--- src/rtl/serial_subtractor.sv ---
// Bit-serial unsigned subtractor: computes a - b - bin one bit per clock, LSB first,
// and presents the registered difference and final borrow with a one-cycle done pulse.
module serial_subtractor #(
    parameter int WIDTH = 8
) (
    input  logic             clk,
    input  logic             rst_n,
    input  logic             start,
    input  logic [WIDTH-1:0] a,
    input  logic [WIDTH-1:0] b,
    input  logic             bin,
    output logic             busy,
    output logic             done,
    output logic [WIDTH-1:0] diff,
    output logic             bout
);

    localparam int CW = $clog2(WIDTH);

    typedef enum logic [1:0] {
        IDLE  = 2'b00,
        SHIFT = 2'b01,
        DONE  = 2'b10
    } state_t;

    state_t           state_q, state_d;
    logic [CW-1:0]    cnt_q, cnt_d;
    logic [WIDTH-1:0] a_q, a_d;
    logic [WIDTH-1:0] b_q, b_d;
    logic [WIDTH-1:0] res_q, res_d;
    logic             br_q, br_d;
    logic [WIDTH-1:0] diff_q, diff_d;
    logic             bout_q, bout_d;
    logic             busy_q, busy_d;
    logic             done_q, done_d;
    logic             bit_s;
    logic             br_nx_s;

    // Full-subtractor slice on the current LSBs.
    always_comb begin
        bit_s   = a_q[0] ^ b_q[0] ^ br_q;
        br_nx_s = (~a_q[0] & b_q[0]) | (~(a_q[0] ^ b_q[0]) & br_q);
    end

    // Next-state, datapath and output decode.
    always_comb begin
        state_d = state_q;
        cnt_d   = cnt_q;
        a_d     = a_q;
        b_d     = b_q;
        res_d   = res_q;
        br_d    = br_q;
        diff_d  = diff_q;
        bout_d  = bout_q;
        case (state_q)
            IDLE: begin
                if (start) begin
                    a_d     = a;
                    b_d     = b;
                    br_d    = bin;
                    cnt_d   = '0;
                    state_d = SHIFT;
                end else begin
                    state_d = IDLE;
                end
            end
            SHIFT: begin
                a_d   = {1'b0, a_q[WIDTH-1:1]};
                b_d   = {1'b0, b_q[WIDTH-1:1]};
                res_d = {bit_s, res_q[WIDTH-1:1]};
                br_d  = br_nx_s;
                cnt_d = cnt_q + CW'(1);
                if (cnt_q == CW'(WIDTH - 1)) begin
                    // Final bit: publish the completed result straight from the shifted value.
                    state_d = DONE;
                    diff_d  = {bit_s, res_q[WIDTH-1:1]};
                    bout_d  = br_nx_s;
                end else begin
                    state_d = SHIFT;
                end
            end
            DONE: begin
                state_d = IDLE;
            end
            default: begin
                state_d = IDLE;
            end
        endcase
        busy_d = (state_d == SHIFT);
        done_d = (state_d == DONE);
    end

    // State, datapath and registered outputs.
    always_ff @(posedge clk or negedge rst_n) begin
        if (!rst_n) begin
            state_q <= IDLE;
            cnt_q   <= '0;
            a_q     <= '0;
            b_q     <= '0;
            res_q   <= '0;
            br_q    <= 1'b0;
            diff_q  <= '0;
            bout_q  <= 1'b0;
            busy_q  <= 1'b0;
            done_q  <= 1'b0;
        end else begin
            state_q <= state_d;
            cnt_q   <= cnt_d;
            a_q     <= a_d;
            b_q     <= b_d;
            res_q   <= res_d;
            br_q    <= br_d;
            diff_q  <= diff_d;
            bout_q  <= bout_d;
            busy_q  <= busy_d;
            done_q  <= done_d;
        end
    end

    assign busy = busy_q;
    assign done = done_q;
    assign diff = diff_q;
    assign bout = bout_q;

endmodule
--- config.mk ---
export PLATFORM = sky130hd
export DESIGN_NAME = serial_subtractor
export DESIGN_NICKNAME = d
export VERILOG_FILES = /design/src/rtl/serial_subtractor.sv
export SDC_FILE = /design/constraint.sdc
export NUM_CORES = 1
export LEC_CHECK = 0
export ABC_CLOCK_PERIOD_IN_PS = 3510
export BUFFER_PORTS_ARGS = -buffer_cell sky130_fd_sc_hd__buf_2
export CAP_MARGIN = 20
export CORE_UTILIZATION = 30
export DETAILED_ROUTE_END_ITERATION = 10
export SLEW_MARGIN = 20
export SYNTH_ARGS = -nofsm -noshare
export SYNTH_HDL_FRONTEND = slang
export SYNTH_SLANG_ARGS = --single-unit
--- constraint.sdc ---
create_clock -name clk -period 3.51 [get_ports clk]
set_clock_uncertainty 0.15 [all_clocks]
set_input_delay 0.1755 -clock clk [delete_from_list [all_inputs] [get_ports clk]]
set_output_delay 0.1755 -clock clk [all_outputs]
set_load 0.01 [all_outputs]
==> out/metrics.yaml <==
setup_path:
  arrival_ns: 1.99
  cp_num_buf_inv: 0
  cp_max_fo: 29
  timing.rr.start: "state_q[0]"
  worst_setup_path_start_kind: "register"
  worstPathCellList: "nor2b_2, mux2_2"
  critPathLaunch: "state_q[0]"
  crit_path_end_kind: "register"
  worstPathRequired_ns: 3.55
  slowest_delay_ns: 0.92
  cp_slowest_cell: "dfrtp_1"
  cp_top_family: "flip-flops"
  criticalPathCategory: "reg2reg"
final_layout:
  antenna_cells: 0
  finish.utilization: 0.350
  syn2layout_area_growth_pct: 13.0
  final_net_count: 178
  layout-drive-gt1-share: 0.297
routing:
  ant_nets: 0
  via_per_inst: 4.83
  drtIter0Drc: 56
  vias: 1111
  drt_first_pass_iters: 4
  drcViolationCount: 0
  postRouteWirelength_mm: 3.33
  wl_per_cell_um: 14.5
logic_synthesis:
  synthesis.area_um2: 1830
  synth_edf_count: 0
  ys_ff_latch: 40
  syn-mean-instance-area_um2: 14.2
  synth_flop_cell: "dfrtp_1"
  synth.distinct_cells: 27
  async_reset_ff_frac: 1.00
  synth_fp_nets: 152
  yosysMostFrequentCell: "dfrtp_1"
  synthTopCellsByCount: "40 x dfrtp_1, 12 x mux2_1, 11 x or4b_1"
  netlist_top_cells_area: "dfrtp_1 55%, mux2_1 7.4%, or4b_1 6.0%, o221a_1 5.5%, buf_6 3.1%"
  synth_area_leader_cell: "dfrtp_1"
  yosysSeqAreaShare: 0.546
  synth_cells: 129
  yosys_warnings: 0
  synth_top_area_frac: 0.546
clock_tree:
  clock-root-buffer: "clkbuf_8"
  cts_tree: "yes"
  postCtsSetupBuffers: 0
  clk_pin_slew_ns: 0.08
  cts.repair.resized: 0
  cts.htree.levels: 2
  clock_path_buffers: 2
  cts.sinks: 40
  cts-buffers-inserted: 5
  worstSkewPairLatency_ns: 0.29
  holdBufCountCts: 1
power_and_ir_drop:
  pwr-share-seq: 0.494
  p_clk_frac: 0.173
  peakVddDrop_mv: 0.279
  switching_share: 0.334
  p_leak_uw: 0.000922
  switchingPower_uw: 570
  finalPower_uw: 1700
  p_per_area_nw_per_um2: 823
  p_comb_frac: 0.334
  internal-power_uw: 1130
sta:
  fin_crit_ns: 1.96
  worst_hold_slack_ns: 0.0747
  drv_slew: 0
  slew_headroom: 0.416
  tightestPinTransition_ns: 0.876
  finalSetupTns_ns: 0
  timing.final.crit_share: 0.558
  finalHoldViolCount: 0
  setup_viol: 0
  rsz0062_at_grt: "no"
  fin_ws_ns: 1.55
  max_freq_ghz: 0.510
min_path:
  worst_hold_startpoint: "a[6]"
  hold_class: "in2reg"
placement:
  dp_hpwl_mm: 2.17
  pre_cts_ws_ns: 1.55
  gp_congestion: 0.705
  place.port_buffers: 30
global_routing:
  antenna_found_initial: 0
  grt_pass1_vias: 1209
  grt-ovfl-total: 0
  grt_pass1_wl_mm: 5.82
  grt_start_max_net_pins: 41
  grt_usage: 0.124
status:
  status: "completed"
die:
  die_w_um: 80.2
  initial_core_util: 0.310
  die-height_um: 80.2
  rows: 28
  dieArea_um2: 6430
  num_io_pins: 31
  coreArea_um2: 5920
run:
  maxCapViolCount: 0
-- per-layer routing --
layer / up-vias / part of all wire / track usage
met5: - / 0 / 0
met3: 7 / 0.036 / 0.0341
li1: 539 / - / -
met4: 0 / 0.021 / 0.0643
met2: 25 / 0.46 / 0.188
met1: 540 / 0.48 / 0.160
-- worst min-delay path: cells and delay by family --
family	cells	cell delay, ns
compound gates	1	0.15
buf+inv	1	0.07
simple gates	1	0.09
-- through the flow --
step	area, um^2	std cells
after global routing	2070	230
after floorplan	1830	129
after global placement	1980	222
after detailed placement	1980	222
final	2070	230
after CTS	2070	230
-- cell usage in the layout, fill, tap and decap left out, types with 2 or more instances in the layout --
| cell | count |
|---|---|
| mux2i_1 | 2 |
| ha_1 | 2 |
| a22o_1 | 2 |
| or4b_1 | 11 |
| a211o_1 | 2 |
| nor4bb_1 | 2 |
| clkbuf_8 | 5 |
| buf_2 | 30 |
| o221a_2 | 2 |
| o221a_1 | 9 |
| mux2_2 | 3 |
| nand2b_1 | 2 |
| inv_1 | 7 |
| nor3b_1 | 5 |
| nor4b_1 | 4 |
| a211oi_1 | 3 |
| a21oi_1 | 2 |
| dfrtp_1 | 40 |
| mux2_1 | 12 |
-- flip-flops by register name, summed over array words and instances, names as in the netlist --
| name | flops |
|---|---|
| diff | 8 |
| bout | 1 |
| busy | 1 |
| a_q | 8 |
| res_q | 7 |
| b_q | 8 |
| done | 1 |
| cnt_q | 3 |
| br_q | 1 |
| state_q | 2 |
-- cell families after synthesis --
logic type,synth area share
flip-flops,0.546
multiplexers,0.103
AO/OA/AOI/OAI,0.119
buffers and inverters,0.0669
AND/OR/NAND/NOR,0.141
adder cells (fa/ha/maj),0.0246
-- cell type report --
type | instances | area (um^2)
Clock buffer | 5 | 68.8
Clock inverter | 2 | 12.5
Fill cell | 583 | 3850
Inverter | 7 | 26.3
Multi-Input combinational cell | 70 | 709
Sequential cell | 40 | 1000
Tap cell | 75 | 93.8
Timing Repair Buffer | 31 | 160
-- path summary, 6_finish.rpt --
kind | to | slack [ns] | cells past startpoint
worst max register to register | res_q[1] | 1.55 | 2
max in group asynchronous | b_q[0] | 2.28 | 2
worst max-delay path | res_q[1] | 1.55 | 2
worst min register to register | cnt_q[0] | 0.33 | 1
min in group asynchronous | diff[2] | 0.39 | 2
worst min-delay path | a_q[6] | 0.07 | 3
-- power groups by stage --
stage	clock network, uW	registers [uW]	logic (uW)
finish	294	842	569
global route	332	882	651
CTS	310	846	581
detailed placement	0	854	583
global placement	0	848	565
floorplan	0	802	503
Note: power is estimated with default switching activity, not from simulation.
